**config.mk**
```make
export PLATFORM = sky130hd
export DESIGN_NAME = writeback_arbiter_flat
export DESIGN_NICKNAME = d
export VERILOG_FILES = /design/src/rtl/writeback_arbiter_if.sv /design/src/rtl/writeback_arbiter.sv /design/src/flat_wrapper.sv
export SDC_FILE = /design/constraint.sdc
export NUM_CORES = 1
export LEC_CHECK = 0
export BUFFER_PORTS_ARGS = -buffer_cell sky130_fd_sc_hd__buf_4
export CORE_MARGIN = 1.5
export CORE_UTILIZATION = 54
export CTS_BUF_LIST = sky130_fd_sc_hd__clkbuf_8
export DETAILED_ROUTE_END_ITERATION = 12
export MAX_ROUTING_LAYER = met4
export PLACE_DENSITY = 0.79
export RECOVER_POWER = 50
export REMOVE_ABC_BUFFERS = 1
export SETUP_SLACK_MARGIN = 0.05
export SKIP_CTS_REPAIR_TIMING = 1
export SLEW_MARGIN = 20
export SYNTH_ARGS = -nofsm -noshare
export SYNTH_HDL_FRONTEND = slang
export SYNTH_SLANG_ARGS = --single-unit
```
**constraint.sdc**
```tcl
create_clock -name clock -period 2.4 [get_ports clock]
set_clock_uncertainty 0.2 [all_clocks]
set_input_delay 0.12 -clock clock [delete_from_list [all_inputs] [get_ports clock]]
set_output_delay 0.12 -clock clock [all_outputs]
set_load 0.02 [all_outputs]
```
**src/rtl/writeback_arbiter_if.sv**
```systemverilog
// Channel-side bundle for the writeback arbiter: NUM_CH flattened MEM/WB
// producer buses. Channel i occupies slice i of every field.
interface writeback_arbiter_if #(
   parameter int DATA_SIZE = 32,
   parameter int NUM_CH    = 2
);
   logic [NUM_CH-1:0]           in_valid;
   logic [NUM_CH-1:0]           in_ready;
   logic [6*NUM_CH-1:0]         in_op;
   logic [5*NUM_CH-1:0]         in_dest;
   logic [DATA_SIZE*NUM_CH-1:0] in_result;
   logic [DATA_SIZE*NUM_CH-1:0] in_data;
   logic [2*NUM_CH-1:0]         in_boff;

   // Producer side (pipeline channels)
   modport master (
      output in_valid, in_op, in_dest, in_result, in_data, in_boff,
      input  in_ready
   );

   // Consumer side (the arbiter)
   modport slave (
      input  in_valid, in_op, in_dest, in_result, in_data, in_boff,
      output in_ready
   );
endinterface

```
**src/rtl/writeback_arbiter.sv**
```systemverilog
// Multi-channel MIPS writeback stage: per-channel FIFOs filled through
// valid/ready handshakes (load data aligned/extended on the way in, stores and
// r0 writes dropped), drained round-robin onto one register-file write port.

// Per-channel FIFO holding {dest, value}. Pointers carry one extra wrap bit so
// full and empty are distinguishable without a counter.
module wb_chan_fifo #(
   parameter int DATA_SIZE = 32,
   parameter int DEPTH     = 4
) (
   input  logic                 clock,
   input  logic                 reset,
   input  logic                 flush,
   input  logic                 push,
   input  logic                 pop,
   input  logic [4:0]           push_dest,
   input  logic [DATA_SIZE-1:0] push_value,
   output logic                 empty,
   output logic                 full,
   output logic [4:0]           head_dest,
   output logic [DATA_SIZE-1:0] head_value
);
   localparam int AW = $clog2(DEPTH);
   localparam logic [AW:0] PTR_ONE = (AW+1)'(1);

   typedef struct packed {
      logic [4:0]           dest;
      logic [DATA_SIZE-1:0] value;
   } wb_entry_t;

   wb_entry_t [DEPTH-1:0] mem_q, mem_d;
   logic [AW:0] wr_ptr_q, wr_ptr_d;
   logic [AW:0] rd_ptr_q, rd_ptr_d;

   assign empty      = (wr_ptr_q == rd_ptr_q);
   assign full       = (wr_ptr_q[AW] != rd_ptr_q[AW]) &&
                       (wr_ptr_q[AW-1:0] == rd_ptr_q[AW-1:0]);
   assign head_dest  = mem_q[rd_ptr_q[AW-1:0]].dest;
   assign head_value = mem_q[rd_ptr_q[AW-1:0]].value;

   // Next pointer/storage state; flush discards everything buffered
   always_comb begin
      mem_d    = mem_q;
      wr_ptr_d = wr_ptr_q;
      rd_ptr_d = rd_ptr_q;
      if (push) begin
         mem_d[wr_ptr_q[AW-1:0]] = '{dest: push_dest, value: push_value};
         wr_ptr_d = wr_ptr_q + PTR_ONE;
      end
      if (pop) begin
         rd_ptr_d = rd_ptr_q + PTR_ONE;
      end
      if (flush) begin
         wr_ptr_d = '0;
         rd_ptr_d = '0;
      end
   end

   // Pointer registers
   always_ff @(posedge clock) begin
      if (reset) begin
         wr_ptr_q <= '0;
         rd_ptr_q <= '0;
      end else begin
         wr_ptr_q <= wr_ptr_d;
         rd_ptr_q <= rd_ptr_d;
      end
   end

   // Entry storage; contents are only meaningful between the pointers
   always_ff @(posedge clock) begin
      mem_q <= mem_d;
   end
endmodule

module writeback_arbiter #(
   parameter  int DATA_SIZE = 32,
   parameter  int NUM_CH    = 2,
   parameter  int DEPTH     = 4,
   localparam int CH_W      = (NUM_CH > 1) ? $clog2(NUM_CH) : 1
) (
   input  logic                   clock,
   input  logic                   reset,
   input  logic                   flush,
   writeback_arbiter_if.slave     ch,
   output logic [4:0]             WB_dest,
   output logic [DATA_SIZE-1:0]   WB_value,
   output logic                   WB_WEenable,
   output logic [CH_W-1:0]        WB_ch
);
   localparam logic [5:0] OP_LB  = 6'h20;
   localparam logic [5:0] OP_LH  = 6'h21;
   localparam logic [5:0] OP_LW  = 6'h23;
   localparam logic [5:0] OP_LBU = 6'h24;
   localparam logic [5:0] OP_LHU = 6'h25;
   localparam logic [5:0] OP_SB  = 6'h28;
   localparam logic [5:0] OP_SH  = 6'h29;
   localparam logic [5:0] OP_SW  = 6'h2b;

   // Little-endian byte/halfword pick plus sign/zero extension for loads;
   // every other opcode writes back the ALU result unchanged.
   function automatic logic [DATA_SIZE-1:0] load_align(
      input logic [5:0]           op,
      input logic [DATA_SIZE-1:0] data,
      input logic [1:0]           boff,
      input logic [DATA_SIZE-1:0] result
   );
      logic [7:0]           lane;
      logic [15:0]          half;
      logic [DATA_SIZE-1:0] v;
      case (boff)
         2'd0:    lane = data[7:0];
         2'd1:    lane = data[15:8];
         2'd2:    lane = data[23:16];
         default: lane = data[31:24];
      endcase
      half = boff[1] ? data[31:16] : data[15:0];
      case (op)
         OP_LB:   begin v = {DATA_SIZE{lane[7]}};  v[7:0]  = lane;        end
         OP_LBU:  begin v = '0;                    v[7:0]  = lane;        end
         OP_LH:   begin v = {DATA_SIZE{half[15]}}; v[15:0] = half;        end
         OP_LHU:  begin v = '0;                    v[15:0] = half;        end
         OP_LW:   begin v = {DATA_SIZE{data[31]}}; v[31:0] = data[31:0];  end
         default: v = result;
      endcase
      return v;
   endfunction

   logic [NUM_CH-1:0]                empty, full, push, pop, req;
   logic [NUM_CH-1:0][4:0]           head_dest;
   logic [NUM_CH-1:0][DATA_SIZE-1:0] head_value;
   logic [NUM_CH-1:0][DATA_SIZE-1:0] enq_value;

   logic                 gnt_vld;
   logic [CH_W-1:0]      gnt_idx;
   logic [CH_W-1:0]      rr_ptr_q, rr_ptr_d;
   logic [4:0]           wb_dest_q, wb_dest_d;
   logic [DATA_SIZE-1:0] wb_value_q, wb_value_d;
   logic                 wb_we_q, wb_we_d;
   logic [CH_W-1:0]      wb_ch_q, wb_ch_d;

   // Ready depends only on registered occupancy: a pop never frees a slot
   // for the same cycle.
   assign ch.in_ready = (reset || flush) ? '0 : ~full;

   for (genvar i = 0; i < NUM_CH; i++) begin : g_ch
      logic [5:0] op;
      logic [4:0] dest;
      logic       is_store;

      assign op       = ch.in_op[6*i +: 6];
      assign dest     = ch.in_dest[5*i +: 5];
      assign is_store = (op == OP_SB) || (op == OP_SH) || (op == OP_SW);

      // Stores and writes to r0 complete the handshake but are not buffered
      assign push[i] = ch.in_valid[i] && ch.in_ready[i] &&
                       (dest != 5'd0) && !is_store;

      assign enq_value[i] = load_align(op,
                                       ch.in_data[DATA_SIZE*i +: DATA_SIZE],
                                       ch.in_boff[2*i +: 2],
                                       ch.in_result[DATA_SIZE*i +: DATA_SIZE]);

      assign pop[i] = gnt_vld && (gnt_idx == CH_W'(i));

      wb_chan_fifo #(
         .DATA_SIZE (DATA_SIZE),
         .DEPTH     (DEPTH)
      ) u_fifo (
         .clock      (clock),
         .reset      (reset),
         .flush      (flush),
         .push       (push[i]),
         .pop        (pop[i]),
         .push_dest  (dest),
         .push_value (enq_value[i]),
         .empty      (empty[i]),
         .full       (full[i]),
         .head_dest  (head_dest[i]),
         .head_value (head_value[i])
      );
   end

   // Round-robin pick: first requester strictly after rr_ptr, else wrap to
   // the lowest requester at or below it. No grant during flush/reset.
   always_comb begin
      gnt_vld = 1'b0;
      gnt_idx = '0;
      req     = (reset || flush) ? '0 : ~empty;
      for (int k = 0; k < NUM_CH; k++) begin
         if (!gnt_vld && req[k] && (k > int'(rr_ptr_q))) begin
            gnt_vld = 1'b1;
            gnt_idx = CH_W'(k);
         end
      end
      for (int k = 0; k < NUM_CH; k++) begin
         if (!gnt_vld && req[k] && (k <= int'(rr_ptr_q))) begin
            gnt_vld = 1'b1;
            gnt_idx = CH_W'(k);
         end
      end
   end

   // Output register and pointer update: data/channel hold when idle
   always_comb begin
      wb_we_d    = gnt_vld;
      wb_dest_d  = wb_dest_q;
      wb_value_d = wb_value_q;
      wb_ch_d    = wb_ch_q;
      rr_ptr_d   = rr_ptr_q;
      if (gnt_vld) begin
         wb_ch_d  = gnt_idx;
         rr_ptr_d = gnt_idx;
      end
      for (int k = 0; k < NUM_CH; k++) begin
         if (pop[k]) begin
            wb_dest_d  = head_dest[k];
            wb_value_d = head_value[k];
         end
      end
   end

   // State registers; rr_ptr resets to the last channel so channel 0 wins first
   always_ff @(posedge clock) begin
      if (reset) begin
         wb_we_q    <= 1'b0;
         wb_dest_q  <= '0;
         wb_value_q <= '0;
         wb_ch_q    <= '0;
         rr_ptr_q   <= CH_W'(NUM_CH - 1);
      end else begin
         wb_we_q    <= wb_we_d;
         wb_dest_q  <= wb_dest_d;
         wb_value_q <= wb_value_d;
         wb_ch_q    <= wb_ch_d;
         rr_ptr_q   <= rr_ptr_d;
      end
   end

   assign WB_dest     = wb_dest_q;
   assign WB_value    = wb_value_q;
   assign WB_WEenable = wb_we_q;
   assign WB_ch       = wb_ch_q;
endmodule

```
**src/flat_wrapper.sv**
```systemverilog
// flat-port wrapper written by rule: the top's interface ports become plain ports
module writeback_arbiter_flat 
#(
   parameter  int DATA_SIZE = 32,
   parameter  int NUM_CH    = 2,
   parameter  int DEPTH     = 4,
   localparam int CH_W      = (NUM_CH > 1) ? $clog2(NUM_CH) : 1
)
  (clock, reset, flush, WB_dest, WB_value, WB_WEenable, WB_ch, ch_in_valid, ch_in_op, ch_in_dest, ch_in_result, ch_in_data, ch_in_boff, ch_in_ready);
  writeback_arbiter_if #(.DATA_SIZE(DATA_SIZE), .NUM_CH(NUM_CH)) ch_i ();
  input  logic clock;
  input  logic reset;
  input  logic flush;
  output logic [4:0] WB_dest;
  output logic [DATA_SIZE-1:0] WB_value;
  output logic WB_WEenable;
  output logic [CH_W-1:0] WB_ch;
  input wire logic [$bits(ch_i.in_valid)-1:0] ch_in_valid;
  input wire logic [$bits(ch_i.in_op)-1:0] ch_in_op;
  input wire logic [$bits(ch_i.in_dest)-1:0] ch_in_dest;
  input wire logic [$bits(ch_i.in_result)-1:0] ch_in_result;
  input wire logic [$bits(ch_i.in_data)-1:0] ch_in_data;
  input wire logic [$bits(ch_i.in_boff)-1:0] ch_in_boff;
  output wire logic [$bits(ch_i.in_ready)-1:0] ch_in_ready;
  assign ch_i.in_valid = ch_in_valid;
  assign ch_i.in_op = ch_in_op;
  assign ch_i.in_dest = ch_in_dest;
  assign ch_i.in_result = ch_in_result;
  assign ch_i.in_data = ch_in_data;
  assign ch_i.in_boff = ch_in_boff;
  assign ch_in_ready = ch_i.in_ready;
  writeback_arbiter #(.DATA_SIZE(DATA_SIZE), .NUM_CH(NUM_CH), .DEPTH(DEPTH)) u_core (.clock(clock), .reset(reset), .flush(flush), .ch(ch_i), .WB_dest(WB_dest), .WB_value(WB_value), .WB_WEenable(WB_WEenable), .WB_ch(WB_ch));
endmodule
```
==> flow_metrics.py <==
metrics = {
    "critical_path": {
        "path_max_fanout": 16,
        "path_buf_inv": 3,
        "crit_type": "in2reg",
        "cp.required_ns": 2.50,
        "path_cells": "clkbuf_2, mux2_2, a21oi_1, o21ai_1, nor2_2, buf_4, a21oi_1, dlygate4sd3_1",
        "crit_slowest_cell": "dlygate4sd3_1",
        "cp_slowest_stage_delay_ns": 0.63,
        "path_common_cell": "a21oi_1",
        "critPathTopFamily": "buffers and inverters",
        "arrival_ns": 2.43,
        "startpoint_type": "primary input",
        "end_kind": "flip-flop",
    },
    "placed_design": {
        "place_hpwl_um": 23700,
        "portBuffers": 199,
        "gp_congestion": 0.903,
    },
    "sta": {
        "tightest_slew_ns": 0.737,
        "finalHoldViolations": 8,
        "holdWs_ns": -0.0241,
        "fin_crit_sh": 0.970,
        "slew_headroom": 0.505,
        "slew_violations": 0,
        "period_needed_ns": 2.33,
        "fmax_mhz": 430,
        "setup_viol": 0,
        "setup_tns_ns": 0,
    },
    "clock_tree": {
        "clockRootBuffer": "clkbuf_8",
        "cts_made_buffers": 51,
        "cts_tree": "yes",
        "cts_buffer_depth": 3,
        "clk_pin_slew_worst_paths_ns": 0.06,
        "htree_levels": 2,
        "cts.sinks": 348,
        "clock_latency_ns": 0.58,
    },
    "die": {
        "die_x_um": 168,
        "die_h_um": 168,
        "ioPinCount": 200,
        "dieArea_mm2": 0.0282,
        "fp.coreArea_mm2": 0.0268,
        "rows": 60,
        "start_util": 0.547,
    },
    "routing": {
        "drc_errors": 0,
        "vias": 9948,
        "first_pass_iters": 7,
        "drt-wirelength-per-cell_um": 22.9,
        "routed_wl_um": 37400,
        "ant_nets": 0,
        "vias_per_cell": 6.10,
        "dr.first_iter.drc_count": 1368,
    },
    "synth": {
        "synth_top_family_by_area": "multiplexers",
        "yosys.area_share.simple": 0.0650,
        "synth_area_mm2": 0.0147,
        "synth_compound_area_frac": 0.0806,
        "synthMuxAreaShare": 0.145,
        "synthFlopType": "edfxtp_1",
        "synth-edff-count": 296,
        "ys.warnings.count": 0,
        "synth_async_sr_flop_share": 0,
        "netlist_instances": 863,
        "synthAdderAreaFrac": 0.00853,
        "synth_xor_area_frac": 0.00657,
        "ys_types": 50,
        "synth_area_per_cell_um2": 17.0,
        "ys_ff_latch": 348,
        "yosysSeqAreaShare": 0.677,
    },
    "power_and_ir_drop": {
        "p_leak_nw": 6.59,
        "vdd_ir_drop_max_mv": 0.502,
        "pwr_density_cell_mw_per_mm2": 646,
    },
    "global_routing": {
        "grt_overflow": 0,
        "first_global_vias": 9116,
        "grt_first_pass_wirelength_um": 52200,
        "antenna_found_initial": 2,
        "grt_start_max_net_pins": 40,
        "grt_usage": 0.255,
    },
    "finish": {
        "final_cell_mix": "296 x edfxtp_1, 169 x buf_4, 137 x dlygate4sd3_1",
        "multi_input_area_mm2": 0.00445,
        "fillers": 1677,
        "register_area_mm2": 0.00993,
        "finalNetCount": 1415,
        "final_common_cell": "edfxtp_1",
        "fin_util": 0.707,
        "areaGrowthSynthToFinish_pct": 29.1,
        "drive_gt1_frac": 0.278,
    },
    "outcome": {
        "status": "complete, but fails checks",
        "violations": "hold timing",
    },
    "job": {
        "drv_cap": 0,
    },
    "min_path": {
        "hold_class": "in2reg",
    },
}
cell families after synthesis:
| family | count (synthesis) |
|---|---|
| AND/OR/NAND/NOR | 187 |
| adder cells (fa/ha/maj) | 10 |
| XOR/XNOR | 11 |
| multiplexers | 99 |
| AO/OA/AOI/OAI | 153 |
| buffers and inverters | 55 |
| flip-flops | 348 |
cell usage after synthesis, types with 2 or more instances:
cell type	instances	area share
clkbuf_1	17	0.0044
and2_1	13	0.0055
nand3_1	4	0.0014
nor3_4	4	0.0044
nor2_2	2	0.00085
mux4_2	90	0.14
nor2b_1	2	0.00085
nand2_1	49	0.013
or3b_2	2	0.0012
mux2i_1	7	0.0048
nor2_1	62	0.016
o21a_1	2	0.0010
inv_1	7	0.0018
nor3b_1	2	0.0010
dfxtp_1	52	0.071
a21oi_2	2	0.0012
xnor2_1	9	0.0054
o21ai_0	5	0.0017
a21oi_1	51	0.017
ha_1	10	0.0085
nor3_1	2	0.00068
and2_0	30	0.013
a221o_1	51	0.035
buf_4	6	0.0031
a22o_1	14	0.0084
edfxtp_1	296	0.61
nand2b_1	2	0.00085
buf_2	22	0.0075
xor2_1	2	0.0012
and3_1	6	0.0026
a22oi_1	18	0.0092
mux2_2	2	0.0015
buf_1	3	0.00077
state kept, by name, indices dropped and copies added (netlist names):
| signal | flops |
|---|---|
| u_core.g_ch.u_fifo.mem_q | 296 |
| u_core.g_ch.u_fifo.wr_ptr_q | 6 |
| u_core.WB_WEenable | 1 |
| u_core.WB_value | 32 |
| u_core.rr_ptr_q | 1 |
| u_core.WB_ch | 1 |
| u_core.WB_dest | 5 |
| u_core.g_ch.u_fifo.rd_ptr_q | 6 |
per-stage QoR:
stage          hold slack [ns]  power, mW  setup slack (ns)  cell area (um^2)  instances
2_1_floorplan         -0.00762       7.22             -2.05             14400        815
3_3_place_gp             0.119       7.71             0.201             16900       1397
3_5_place_dp             0.125       7.73             0.168             16900       1397
4_1_cts                 -0.477       12.1             0.206             17800       1491
5_1_grt                -0.0381       12.6           -0.0272             18900       1630
6_report               -0.0241       12.2            0.0718             18900       1630
worst paths after layout:
check                                                 startpoint                                        endpoint  slack (ns)  cells past startpoint
setup / recovery                                   ch_in_boff[1]       u_core.g_ch[0].u_fifo.mem_q[30]$_DFFE_PP_        0.07                      8
hold / removal                                     ch_in_data[8]       u_core.g_ch[0].u_fifo.mem_q[45]$_DFFE_PP_       -0.02                      3
setup reg to reg  u_core.g_ch[1].u_fifo.rd_ptr_q[2]$_SDFFE_PP0P_  u_core.g_ch[1].u_fifo.rd_ptr_q[2]$_SDFFE_PP0P_        0.15                      6
hold reg to reg                   u_core.WB_dest[4]$_SDFFE_PP0P_                  u_core.WB_dest[4]$_SDFFE_PP0P_        0.29                      1
final cells by class:
| class | count | area share |
|---|---|---|
| Antenna cell | 2 | 0.000264 |
| Multi-Input combinational cell | 460 | 0.235 |
| Inverter | 7 | 0.00139 |
| Clock inverter | 34 | 0.00747 |
| Sequential cell | 348 | 0.525 |
| Clock buffer | 60 | 0.0436 |
| Tap cell | 341 | 0.0225 |
| Timing Repair Buffer | 378 | 0.165 |
worst min-delay path: stages:
cell	delay [ns]
buf_4	0.12
a22oi_1	0.18
a21oi_1	0.15
power breakdown:
part	switching (mW)	leakage (nW)	internal, mW
logic	0.522	2.93	0.559
clock network	2.15	0.563	2.27
registers	0.0446	3.10	6.68
layer usage:
metal | routed length [um] | up-vias | GRT usage
met3 | 2890 | 157 | 0.0386
met1 | 14500 | 4899 | 0.338
met4 | 1650 | 0 | 0.0991
met2 | 18300 | 619 | 0.403
met5 | 0 | - | -
li1 | - | 4273 | -
Power figures use the tool's default switching activity.
